$ cat src/rtl/ow_pkg.sv
// Shared FSM encoding and default timing for the 1-wire master arbiter.
package ow_pkg;

  typedef enum logic [2:0] {
    StIdle,
    StRstLow,
    StRstWait,
    StRstRec,
    StBitLow,
    StBitRel,
    StBitRec,
    StDone
  } ow_state_e;

  localparam int unsigned CntW          = 16;
  localparam int unsigned DefRstLowCyc  = 24000;
  localparam int unsigned DefPresSmpCyc = 3500;
  localparam int unsigned DefLow0Cyc    = 3000;
  localparam int unsigned DefLow1Cyc    = 300;
  localparam int unsigned DefSlotCyc    = 3500;
  localparam int unsigned DefRecCyc     = 100;

endpackage

$ cat src/rtl/ow_rr_arb.sv
// Two-requester round-robin arbiter; ptr=0 favours requester 0, ptr=1 favours requester 1.
module ow_rr_arb (
  input  logic [1:0] req,
  input  logic       ptr,
  output logic [1:0] gnt
);

  always_comb begin
    gnt = 2'b00;
    if (ptr) begin
      if (req[1])      gnt = 2'b10;
      else if (req[0]) gnt = 2'b01;
    end else begin
      if (req[0])      gnt = 2'b01;
      else if (req[1]) gnt = 2'b10;
    end
  end

endmodule

$ cat src/rtl/ow_master_arb.sv
// Two-port 1-wire master: round-robin grant, then a reset/presence or byte-write sequence.
// Define OW_PRESENCE_EN to sample the presence pulse; otherwise presence reads constant 1.
module ow_master_arb
  import ow_pkg::*;
#(
  parameter int unsigned RST_LOW_CYC     = DefRstLowCyc,
  parameter int unsigned PRES_SAMPLE_CYC = DefPresSmpCyc,
  parameter int unsigned LOW0_CYC        = DefLow0Cyc,
  parameter int unsigned LOW1_CYC        = DefLow1Cyc,
  parameter int unsigned SLOT_CYC        = DefSlotCyc,
  parameter int unsigned REC_CYC         = DefRecCyc
) (
  input  logic       clk,
  input  logic       rst_n,
  input  logic [1:0] req,
  input  logic [1:0] cmd,
  input  logic [7:0] wdata0,
  input  logic [7:0] wdata1,
  output logic [1:0] gnt,
  output logic       done,
  output logic       presence,
  output logic       busy,
  input  logic       bus_in,
  output logic       bus_oe
);

  // Terminal counts: each phase ends on the cycle whose count equals its length minus one.
  localparam logic [CntW-1:0] RstLowLast  = CntW'(RST_LOW_CYC - 1);
  localparam logic [CntW-1:0] RstWaitLast = CntW'(PRES_SAMPLE_CYC - 1);
  localparam logic [CntW-1:0] RstRecLast  = CntW'(RST_LOW_CYC - PRES_SAMPLE_CYC - 1);
  localparam logic [CntW-1:0] Low0Last    = CntW'(LOW0_CYC - 1);
  localparam logic [CntW-1:0] Low1Last    = CntW'(LOW1_CYC - 1);
  localparam logic [CntW-1:0] Rel0Last    = CntW'(SLOT_CYC - LOW0_CYC - 1);
  localparam logic [CntW-1:0] Rel1Last    = CntW'(SLOT_CYC - LOW1_CYC - 1);
  localparam logic [CntW-1:0] BitRecLast  = CntW'(REC_CYC - 1);

  ow_state_e       state_q, state_d;
  logic [CntW-1:0] cnt_q, cnt_d;
  logic [2:0]      bit_q, bit_d;
  logic [7:0]      data_q, data_d;
  logic [1:0]      gnt_q, gnt_d;
  logic            ptr_q, ptr_d;
  logic [1:0]      arb_gnt;
  logic            sel_cmd;
  logic            cur_bit;

  ow_rr_arb u_arb (
    .req (req),
    .ptr (ptr_q),
    .gnt (arb_gnt)
  );

  assign sel_cmd = arb_gnt[1] ? cmd[1] : cmd[0];
  assign cur_bit = data_q[bit_q];

  always_comb begin
    state_d = state_q;
    bit_d   = bit_q;
    data_d  = data_q;
    gnt_d   = gnt_q;
    ptr_d   = ptr_q;
    unique case (state_q)
      StIdle: begin
        if (|req) begin
          gnt_d   = arb_gnt;
          ptr_d   = arb_gnt[0];
          data_d  = arb_gnt[1] ? wdata1 : wdata0;
          bit_d   = 3'd0;
          state_d = sel_cmd ? StRstLow : StBitLow;
        end
      end
      StRstLow:  if (cnt_q == RstLowLast)  state_d = StRstWait;
      StRstWait: if (cnt_q == RstWaitLast) state_d = StRstRec;
      StRstRec:  if (cnt_q == RstRecLast)  state_d = StDone;
      StBitLow:  if (cnt_q == (cur_bit ? Low1Last : Low0Last)) state_d = StBitRel;
      StBitRel:  if (cnt_q == (cur_bit ? Rel1Last : Rel0Last)) state_d = StBitRec;
      StBitRec: begin
        if (cnt_q == BitRecLast) begin
          bit_d   = bit_q + 3'd1;
          state_d = (bit_q == 3'd7) ? StDone : StBitLow;
        end
      end
      StDone: begin
        gnt_d   = 2'b00;
        state_d = StIdle;
      end
      default: state_d = StIdle;
    endcase
    cnt_d = (state_d != state_q) ? '0 : cnt_q + 1'b1;
  end

  always_ff @(posedge clk or negedge rst_n) begin
    if (!rst_n) begin
      state_q <= StIdle;
      cnt_q   <= '0;
      bit_q   <= 3'd0;
      data_q  <= 8'd0;
      gnt_q   <= 2'b00;
      ptr_q   <= 1'b0;
    end else begin
      state_q <= state_d;
      cnt_q   <= cnt_d;
      bit_q   <= bit_d;
      data_q  <= data_d;
      gnt_q   <= gnt_d;
      ptr_q   <= ptr_d;
    end
  end

  assign gnt    = gnt_q;
  assign done   = (state_q == StDone);
  assign busy   = (state_q != StIdle);
  assign bus_oe = (state_q == StRstLow) || (state_q == StBitLow);

`ifdef OW_PRESENCE_EN
  logic pres_q;

  // Sample point is exactly PRES_SAMPLE_CYC cycles after the line is released.
  always_ff @(posedge clk or negedge rst_n) begin
    if (!rst_n) begin
      pres_q <= 1'b0;
    end else if (state_q == StRstRec && cnt_q == '0) begin
      pres_q <= ~bus_in;
    end
  end

  assign presence = pres_q;
`else
  logic unused_bus_in;

  assign unused_bus_in = bus_in;
  assign presence      = 1'b1;
`endif

endmodule

$ cat config.mk
export PLATFORM = sky130hd
export DESIGN_NAME = ow_master_arb
export DESIGN_NICKNAME = d
export VERILOG_FILES = /design/src/rtl/ow_pkg.sv /design/src/rtl/ow_rr_arb.sv /design/src/rtl/ow_master_arb.sv
export SDC_FILE = /design/constraint.sdc
export NUM_CORES = 1
export LEC_CHECK = 0
export CAP_MARGIN = 0
export CORE_MARGIN = 3
export CORE_UTILIZATION = 25
export CTS_CLUSTER_SIZE = 10
export DETAILED_ROUTE_END_ITERATION = 10
export PLACE_DENSITY = 0.42
export SETUP_SLACK_MARGIN = 0.2
export SLEW_MARGIN = 25
export SYNTH_ARGS = -nofsm -noshare
export SYNTH_HDL_FRONTEND = slang
export SYNTH_SLANG_ARGS = --single-unit
$ cat constraint.sdc
create_clock -name clk -period 3 [get_ports clk]
set_input_delay 0.6 -clock clk [delete_from_list [all_inputs] [get_ports clk]]
set_output_delay 0.6 -clock clk [all_outputs]
set_load 0.1 [all_outputs]
==> Yosys cells after proc, flatten, opt, wreduce, memory -nomap -nowiden <==
Index checks and enable logic that the tools add are counted.
{ "word_totals": {"regBits": 33, "input_bits": 23, "output_inout_bits": 6, "word_cells": 62} }
{ "classes": {"magnitude_cmp": 1, "muxes": 27, "n_reduce_logical": 9, "add_sub_neg": 2, "n_eq_ne": 17} }
{ "op_table": {"columns": ["op", "count"], "rows": [
  ["equality test 16 x 12 -> 1 bit", 2],
  ["equality test 16 x 15 -> 1 bit, second input constant", 2],
  ["2-to-1 mux 3 bit", 10],
  ["2-to-1 mux 12 bit", 2],
  ["one-hot mux 3 bit (8 select lines)", 1],
  ["adder 16 x 1 -> 16 bit, second input constant", 1],
  ["equality test 16 x 12 -> 1 bit, second input constant", 1],
  ["equality test 16 x 7 -> 1 bit, second input constant", 1],
  ["2-to-1 mux 16 bit", 1],
  ["equality test 3 bit, second input constant", 5],
  ["2-to-1 mux 2 bit", 6],
  ["2-to-1 mux 8 bit", 1],
  ["equality test 3 x 2 -> 1 bit, second input constant", 2],
  ["one-hot mux 3 bit (2 select lines)", 1],
  ["< comparator 3 x 4 -> 1 bit, second input constant", 1],
  ["inequality test 2 bit, second input constant", 2],
  ["one-hot mux 2 bit (2 select lines)", 1],
  ["AND reduction 2 bit", 2],
  ["nonzero test 2 bit", 2],
  ["adder 3 x 1 -> 3 bit, second input constant", 1],
  ["binary-select mux 1 bit (select 3 bit)", 1],
  ["equality test 3 x 1 -> 1 bit, second input constant", 1],
  ["logical NOT 3 bit", 1],
  ["2-to-1 mux 1 bit", 3],
  ["5 further kinds", 5]
]} }

==> Logic depth before layout (Yosys ltp) <==
Gate-level depths: netlist of run 1.
{ "depth": {"ltp_word": 9, "ltp_mapped": 8, "ltp_nobuf": 7} }

==> Cells and area by module <==
From an unflattened synthesis of run 1, not the netlist that was laid out.
{ "hier_totals": {"hier_cells": 214, "hier_area_um2": 2035.7} }
{ "modules_own_cells": {"columns": ["mod", "seq_area_each_um2", "area_per_inst_um2", "cells_each", "n_inst"], "rows": [
  ["ow_master_arb", 825.8, 2016.9, 211, 1],
  ["ow_rr_arb", 0.0, 18.8, 3, 1]
]} }

==> Worst setup path after synthesis of run 1 <==
OpenSTA, ideal clock, no wires.
{ "synth_path": {"path_kind": "flip-flop to output port", "start": "register state_q[2]", "end": "output bus_oe", "slack_ns": 0.453, "required_ns": 2.400, "stages_incl_launch_ff": 4, "arrival_ns": 1.947, "path_buffers": 1, "path_cell_list": "dfrtp_1 > clkbuf_1 > xnor2_1 > nor2_1"} }
{ "synth_via": {"elab_chain_len": 2, "word_cells_on_any_way": 3, "cone_classes": "2 x eq/ne; 1 x reduce/logical"} }
{ "synth_rtl": {"columns": ["item", "line", "source"], "rows": [
  ["start, declared", "ow_master_arb.sv:37", "ow_state_e state_q, state_d;"],
  ["start signal, assigned", "ow_master_arb.sv:94", "state_q <= StIdle;"],
  ["start signal, assigned", "ow_master_arb.sv:101", "state_q <= state_d;"],
  ["equality test 3 x 1 -> 1 bit / equality test 3 bit (equally long branches)", "ow_master_arb.sv:113", "assign bus_oe = (state_q == StRstLow) || (state_q == StBitLow);"],
  ["logical OR 1 bit *", "ow_master_arb.sv:113", null],
  ["end, declared", "ow_master_arb.sv:24", "output logic bus_oe"]
]} }
Every way passes the cells marked *; elsewhere a longest branch is shown, timed or not.

==> Worst setup path in the final report of run 1 <==
{ "layout_path": {"start": "register cnt_q[0]", "end": "register cnt_q[2]"} }
{ "layout_via": {"elab_chain_len": 5, "word_cells_on_any_way": 16, "cone_classes": "1 x add/sub; 7 x eq/ne; 8 x mux"} }
{ "layout_rtl": {"columns": ["item", "line", "source"], "rows": [
  ["start, declared", "ow_master_arb.sv:38", "logic [CntW-1:0] cnt_q, cnt_d;"],
  ["start signal, assigned", "ow_master_arb.sv:102", "cnt_q <= cnt_d;"],
  ["equality test 16 x 7 -> 1 bit, or another cell as far along", "ow_master_arb.sv:78", "if (cnt_q == BitRecLast) begin"],
  ["2-to-1 mux 3 bit, or another cell as far along", "ow_master_arb.sv:78", null],
  ["one-hot mux 3 bit (8 select lines)", "ow_master_arb.sv:62", "unique case (state_q)"],
  ["inequality test 3 bit", "ow_master_arb.sv:89", "cnt_d = (state_d != state_q) ? '0 : cnt_q + 1'b1;"],
  ["2-to-1 mux 16 bit *", "ow_master_arb.sv:89", null],
  ["net cnt_d[2]", "ow_master_arb.sv:38", null]
]} }
The timed path passes the listed nets; every way through them passes the cells marked *.
A chain may end at the register's enable or synchronous reset.

==> results of run 1 <==
-- worst paths after layout --
check | slack (ps) | endpoint | start
worst min-delay path | 480 | data_q[2]$_DFFE_PN0P_ | data_q[2]$_DFFE_PN0P_
min in group asynchronous | 720 | cnt_q[14]$_DFF_PN0_ | rst_n
worst max-delay path | 500 | cnt_q[2]$_DFF_PN0_ | cnt_q[0]$_DFF_PN0_
worst min register to register | 480 | data_q[2]$_DFFE_PN0P_ | data_q[2]$_DFFE_PN0P_
max in group asynchronous | 1970 | cnt_q[1]$_DFF_PN0_ | rst_n
worst max register to register | 500 | cnt_q[2]$_DFF_PN0_ | cnt_q[0]$_DFF_PN0_
-- per-stage QoR --
stage / total power (µW) / cell area [µm²] / hold slack (ps) / setup WS [ps]
4_1_cts: 968.9 / 2535 / 482.3 / 469.7
6_report: 953.7 / 2535 / 476.6 / 496.5
2_1_floorplan: 479.2 / 2103 / 304.4 / 452.9
3_5_place_dp: 519.7 / 2415 / 464.5 / 365.3
5_1_grt: 997.8 / 2535 / 518.2 / 230.1
3_3_place_gp: 520.3 / 2415 / 459.5 / 450.0
-- critical path: stages, from the launching register on --
cell and delay, ps:
sky130_fd_sc_hd__dfrtp_1 410, sky130_fd_sc_hd__ha_1 280, sky130_fd_sc_hd__nand4_1 230, sky130_fd_sc_hd__nor4_1 410, sky130_fd_sc_hd__nor3_1 100, sky130_fd_sc_hd__a31oi_1 300
sky130_fd_sc_hd__a31oi_4 120, sky130_fd_sc_hd__buf_4 220, sky130_fd_sc_hd__nor4_1 330
-- area by class of cell --
type                            instances  share of cell area
Multi-Input combinational cell        156              0.4506
Inverter                                7             0.01037
Clock buffer                            6             0.03258
Sequential cell                        33              0.3258
Clock inverter                          2             0.01481
Timing Repair Buffer                   32              0.1155
Tap cell                              102             0.05035
-- registers in the layout (all words and copies together), names as in the netlist --
signal and count:
cnt_q 16, data_q 8, bit_q 3, state_q 3, gnt 2, ptr_q 1
-- cell families after synthesis --
| kind of cell | count (synthesis) | share of synthesized area |
|---|---|---|
| buffers and inverters | 21 | 0.06424 |
| and+or+nand+nor | 96 | 0.2909 |
| xor gates and xnor gates | 15 | 0.06246 |
| muxes | 12 | 0.07853 |
| adders and majority gates | 3 | 0.01785 |
| other | 1 | 0.001783 |
| AOI/OAI and AO/OA | 29 | 0.09161 |
| DFF | 33 | 0.3926 |
-- metal layers --
| metal | track usage | vias up | routed length [µm] |
|---|---|---|---|
| li1 | - | 821 | - |
| met1 | 0.1407 | 734 | 2263 |
| met2 | 0.1592 | 14 | 2206 |
| met3 | 0.02369 | 5 | 102 |
| met4 | 0.03940 | 0 | 66 |
| met5 | 0 | - | 0 |
-- power groups by stage --
stage | clock [µW] | combinational [µW] | sequential, µW
floorplan | 0 | 19.7 | 459
global placement | 0 | 65.9 | 454
detailed placement | 0 | 65.3 | 454
CTS | 458 | 65.3 | 446
global route | 482 | 69.6 | 446
finish | 444 | 63.7 | 446
-- cells in the final DEF, fill, tap and decap left out, types with 2 or more instances in the layout --
cell / Yosys / final
sky130_fd_sc_hd__xnor2_1: 6 / 6
sky130_fd_sc_hd__or3_1: 2 / 2
sky130_fd_sc_hd__nand4_1: 4 / 4
sky130_fd_sc_hd__nor2_1: 8 / 8
sky130_fd_sc_hd__nand2_1: 22 / 22
sky130_fd_sc_hd__nand3b_1: 2 / 2
sky130_fd_sc_hd__clkdlybuf4s50_1: 0 / 21
sky130_fd_sc_hd__nor4_4: 2 / 2
sky130_fd_sc_hd__mux2i_1: 9 / 9
sky130_fd_sc_hd__a21oi_1: 4 / 4
sky130_fd_sc_hd__mux4_1: 2 / 2
sky130_fd_sc_hd__nand2b_1: 2 / 2
sky130_fd_sc_hd__a31oi_1: 3 / 3
sky130_fd_sc_hd__ha_1: 3 / 3
sky130_fd_sc_hd__buf_4: 4 / 11
sky130_fd_sc_hd__nor3_1: 7 / 7
sky130_fd_sc_hd__inv_1: 7 / 7
sky130_fd_sc_hd__xor2_1: 9 / 9
sky130_fd_sc_hd__nand3_1: 11 / 11
sky130_fd_sc_hd__dfrtp_1: 33 / 33
sky130_fd_sc_hd__and3_1: 4 / 4
sky130_fd_sc_hd__nor2b_1: 3 / 3
sky130_fd_sc_hd__clkbuf_8: 1 / 6
sky130_fd_sc_hd__nand4b_1: 2 / 2
sky130_fd_sc_hd__nor4_2: 6 / 6
sky130_fd_sc_hd__o21ai_0: 14 / 14
sky130_fd_sc_hd__nor4_1: 11 / 11
sky130_fd_sc_hd__or4_1: 2 / 2
==> flow_metrics.py, run 1 <==
metrics = {
    "die": {
        "floorplan.die.width_um": 97.72,
        "die-height_um": 97.72,
        "initial_core_util": 0.2653,
        "dieArea_mm2": 0.009549,
        "row_count": 32,
        "core_mm2": 0.007928,
        "boundaryPins": 29,
    },
    "logic_synthesis": {
        "post-synth-top-count-cell": "sky130_fd_sc_hd__dfrtp_1",
        "syn_inst": 210,
        "synthesis.yosys.warnings": 0,
        "yosys_register_bits": 33,
        "synth_top_cells_by_area": "sky130_fd_sc_hd__dfrtp_1 39%, sky130_fd_sc_hd__mux2i_1 4.3%, sky130_fd_sc_hd__nand2_1 3.9%",
        "synthesis.area_mm2": 0.002103,
        "synth.yosys.seq_area_share": 0.3926,
        "ys_top_cells_by_count": "33 x sky130_fd_sc_hd__dfrtp_1, 22 x sky130_fd_sc_hd__nand2_1, 14 x sky130_fd_sc_hd__o21ai_0",
        "mappedNetlistNets": 236,
        "synth_enable_flop_cells": 0,
        "synth-async-reset-ratio": 1.000,
        "synthDistinctLibCells": 48,
        "post_synth.cell_area_avg_um2": 10.02,
        "synth_top_flop_cell": "sky130_fd_sc_hd__dfrtp_1",
        "area_leader_netlist": "sky130_fd_sc_hd__dfrtp_1",
        "synth_largest_type_area_fraction": 0.3926,
    },
    "timing": {
        "min_period_ps": 2503,
        "rsz0062_at_grt": "false",
        "final-max-slew-violation-count": 0,
        "timing.final.setup_violations": 0,
        "final-hold-violation-count": 0,
        "finClkSkew_ps": 8.889,
        "max_freq_mhz": 399.4,
        "setup_tns_ps": 0,
        "final.period_utilization": 0.8345,
    },
    "clock_network": {
        "cts-root-buf": "sky130_fd_sc_hd__clkbuf_8",
        "cts.sink_count": 33,
        "post_cts_clock_slew_at_the_launch_and_capture_registers_of_the_worst_setup_and_hold_paths_ps": 70,
        "cts_hold_buffers": 0,
        "cts_tree": "done",
        "post_cts_buffers": 0,
        "h-tree-depth": 2,
        "cts_resized": 0,
        "clock_latency_ps": 290,
        "cts_made_buffers": 5,
        "clockBufferDepth": 2,
    },
    "detailed_routing": {
        "drtIter0Drc": 58,
        "number_of_remaining_drc_errors": 0,
        "detailroute.via_count": 1574,
        "drt-total-wl_um": 4637,
        "avgViaCountPerCell": 4.657,
        "detail_route.wl_per_cell_um": 13.72,
        "dr.pass1.iters": 4,
        "route.antenna.remaining_nets": 0,
    },
    "global_route": {
        "grt_usage": 0.1032,
        "grt_ovf": 0,
        "grt_first_pass_wirelength_um": 8052,
        "pin_count_of_the_biggest_net_entering_global_routing": 34,
        "grt_pass1_vias": 1601,
        "initial_antenna_violation_count": 0,
    },
    "pwr": {
        "sw_frac_of_total": 0.2157,
        "sequentialPowerShare": 0.467,
        "power.net_switching_uw": 205.7,
        "intPower_uw": 748.0,
        "worst_ir_drop_vdd_mv": 0.1522,
        "leakage_uw": 0.001053,
        "clkPwrFrac": 0.466,
        "pwr_density_cell_mw_per_mm2": 376.2,
        "share_of_total_power_in_combinational_logic": 0.067,
    },
    "final_layout": {
        "final_util": 0.3198,
        "num-nets-final": 261,
        "ant_diodes": 0,
        "seqCellArea_um2": 825.8,
        "multiInputGateArea_mm2": 0.001142,
        "syn_to_final_growth_pct": 20.52,
        "stdcell_count": 338,
        "post_route_cells_drive_above_1_share": 0.1525,
        "fillers": 826,
    },
    "worst_hold_path": {
        "min_path_type": "reg2reg",
        "timing.hold.worst_path_depth": 2,
    },
    "worst_setup_path": {
        "worst_setup_path_end_kind": "flop",
        "timing.reg2reg.worst_path_depth": 8,
        "cp_data_required_time_ps": 3170,
        "max_fanout_on_critical_path": 16,
        "worstPathArrival_ps": 2680,
        "worst-setup-path-type": "reg2reg",
        "crit_path_start_kind": "flop",
    },
    "status": {
        "run_status": "finished clean",
    },
    "placement": {
        "dp_hpwl_um": 3380,
        "dp_cells": 330,
        "gp_routability_congestion": 0.7992,
        "port-buffer-count": 26,
    },
    "run": {
        "max_cap_viol_count": 0,
    },
}
Note: power is estimated with default switching activity, not from simulation.
==> inputs of run 2 (changes only) <==
Settings changed: PLACE_DENSITY 0.42 to 0.43.
Clock period 3 ns to 2.1 ns, I/O delays scaled along.
==> flow_metrics.py, run 2 (same netlist as run 1, synthesis figures left out) <==
metrics = {
    "status": {
        "run_status": "finished with violations",
        "violations_in_the_final_reports": "negative setup slack",
    },
    "worst_hold_path": {
        "timing.hold.worst_path_depth": 2,
        "timing.hold.worst_endpoint": "data_q[5]$_DFFE_PN0P_",
        "min_path_type": "reg2reg",
        "min-delay-start": "data_q[5]$_DFFE_PN0P_",
    },
    "worst_setup_path": {
        "worstPathArrival_ps": 2330,
        "timing.reg2reg.worst_path_depth": 7,
        "timing.critical_path.from": "bit_q[0]$_DFFE_PN0P_",
        "worst_setup_path_end_kind": "flop",
        "timing.critical_path.cells": "mux4_2 -> mux2i_4 -> mux2i_1 -> nand3_2 -> a31oi_4 -> buf_8 -> nor4_2",
        "max_stage_delay_ps": 550,
        "worstReg2RegStart": "bit_q[0]$_DFFE_PN0P_",
        "worst-setup-path-type": "reg2reg",
        "cp_data_required_time_ps": 2270,
        "r2r-end": "cnt_q[12]$_DFF_PN0_",
        "crit_path_start_kind": "flop",
        "slowest_stage": "sky130_fd_sc_hd__mux4_2",
        "ff2ff_setup_slack_ps": -60,
        "max_fanout_on_critical_path": 7,
    },
    "pwr": {
        "clkPwrFrac": 0.457,
        "pwr_density_cell_mw_per_mm2": 447.3,
        "intPower_uw": 1042,
        "sequentialPowerShare": 0.471,
        "worst_ir_drop_vdd_mv": 0.1696,
        "sw_frac_of_total": 0.2289,
        "leakage_uw": 0.001231,
        "power.net_switching_uw": 309.4,
        "total_power_uw": 1352,
        "share_of_total_power_in_combinational_logic": 0.072,
    },
    "run": {
        "max_cap_viol_count": 0,
    },
    "die": {
        "core_mm2": 0.007928,
        "boundaryPins": 29,
        "initial_core_util": 0.2653,
        "row_count": 32,
        "die-height_um": 97.72,
        "floorplan.die.width_um": 97.72,
        "dieArea_mm2": 0.009549,
    },
    "clock_network": {
        "clock_latency_ps": 290,
        "cts_hold_buffers": 0,
        "post_cts_clock_slew_at_the_launch_and_capture_registers_of_the_worst_setup_and_hold_paths_ps": 80,
        "h-tree-depth": 2,
        "cts_tree": "done",
        "cts-root-buf": "sky130_fd_sc_hd__clkbuf_8",
        "cts.sink_count": 33,
        "clockBufferDepth": 2,
        "cts_made_buffers": 5,
    },
    "detailed_routing": {
        "number_of_remaining_drc_errors": 0,
        "detail_route.wl_per_cell_um": 13.66,
        "dr.pass1.iters": 4,
        "route.antenna.remaining_nets": 0,
        "drt-total-wl_um": 5122,
        "drtIter0Drc": 46,
        "detailroute.via_count": 1776,
        "avgViaCountPerCell": 4.736,
    },
    "timing": {
        "fin_worst_hold_slack_ps": 483.1,
        "setup_ws_ps": -55.18,
        "max_freq_mhz": 464.0,
        "final-hold-violation-count": 0,
        "final.period_utilization": 1.026,
        "min_period_ps": 2155,
        "final-max-slew-violation-count": 0,
        "finClkSkew_ps": 8.581,
        "timing.final.setup_violations": 16,
        "rsz0062_at_grt": "true",
    },
    "final_layout": {
        "mostFrequentLayoutCells": "41 x sky130_fd_sc_hd__buf_4, 31 x sky130_fd_sc_hd__dfrtp_1, 22 x sky130_fd_sc_hd__nand2_1, 21 x sky130_fd_sc_hd__clkdlybuf4s50_1, 13 x sky130_fd_sc_hd__o21ai_0",
        "num-nets-final": 298,
        "largest-register": "cnt_q",
        "final_common_cell": "sky130_fd_sc_hd__buf_4",
        "syn_to_final_growth_pct": 43.66,
        "ant_diodes": 0,
        "post_route_cells_drive_above_1_share": 0.3480,
        "stdcell_count": 375,
        "biggestRegsByFlops": "cnt_q (16), data_q (8)",
        "largest_register_ff_count": 16,
    },
    "placement": {
        "dp_cells": 365,
        "gp_routability_congestion": 0.8069,
        "dp_hpwl_um": 3782,
        "port-buffer-count": 26,
    },
    "global_route": {
        "grt_ovf": 0,
        "grt_pass1_vias": 1831,
        "grt_first_pass_wirelength_um": 9011,
        "pin_count_of_the_biggest_net_entering_global_routing": 34,
        "initial_antenna_violation_count": 0,
        "grt_usage": 0.1141,
    },
}
run 2: cell count changes in the layout (fill, tap and decap cells not counted), sizes merged:
cell / delta
clkinv: +1
clkbuf: -1
buf: +37
run 2: what timing repair did:
action / in CTS / in global routing
pin swaps: 1 / 2
setup endpoints to repair: 18 / 22
setup buffers: 1 / 1
resized for setup: 8 / 10
run 2: worst max-delay path, delay by kind of cell (launching register included):
family / cells / cell delay, ps
flip-flops: 1 / 420
AND/OR/NAND/NOR: 2 / 170
AO/OA/AOI/OAI: 1 / 270
buffers and inverters: 1 / 180
multiplexers: 3 / 990
run 2: routing by layer:
| layer | track usage | up-vias | wire length (µm) |
|---|---|---|---|
| met5 | 0 | - | 0 |
| met4 | 0.03834 | 0 | 81 |
| met3 | 0.01723 | 7 | 101 |
| met2 | 0.1819 | 20 | 2455 |
| met1 | 0.1581 | 853 | 2484 |
| li1 | - | 896 | - |
run 2: final cells by class:
type,count,area (µm²)
Inverter,7,26.28
Tap cell,102,127.6
Timing Repair Buffer,69,653.1
Clock inverter,3,46.29
Multi-Input combinational cell,156,1271
Clock buffer,5,68.82
Fill cell,803,4906
Sequential cell,33,828.3
run 2: worst max path at each step:
| stage | slack, ps | cells past startpoint | to |
|---|---|---|---|
| after global placement | -150 | 8 | cnt_q[1]$_DFF_PN0_ |
| final | -60 | 7 | cnt_q[12]$_DFF_PN0_ |
| after global routing | -140 | 8 | cnt_q[15]$_DFF_PN0_ |
| after detailed placement | -170 | 8 | cnt_q[3]$_DFF_PN0_ |
| after floorplan | 40 | 7 | cnt_q[0]$_DFF_PN0_ |
| after CTS | -40 | 9 | cnt_q[1]$_DFF_PN0_ |
run 2: power by group through the flow:
stage               registers, µW  logic (µW)  clock network [µW]
floorplan                     656        28.2                   0
global placement              649        99.2                   0
detailed placement            649        99.7                   0
CTS                           636        99.8                 644
global route                  636         106                 666
finish                        636        97.1                 618
run 2: stage by stage:
| stage | TNS (ps) | instance area (µm²) | worst slack [ps] | util |
|---|---|---|---|---|
| after floorplan | 0 | 2157 | 36.33 | - |
| after global placement | -2032 | 2806 | -154.1 | 0.3540 |
| after detailed placement | -2048 | 2806 | -172.2 | 0.3540 |
| after CTS | -251.8 | 2965 | -37.93 | 0.3741 |
| after global routing | -2152 | 3022 | -144.4 | 0.3812 |
| final | -656.2 | 3022 | -55.18 | 0.3812 |
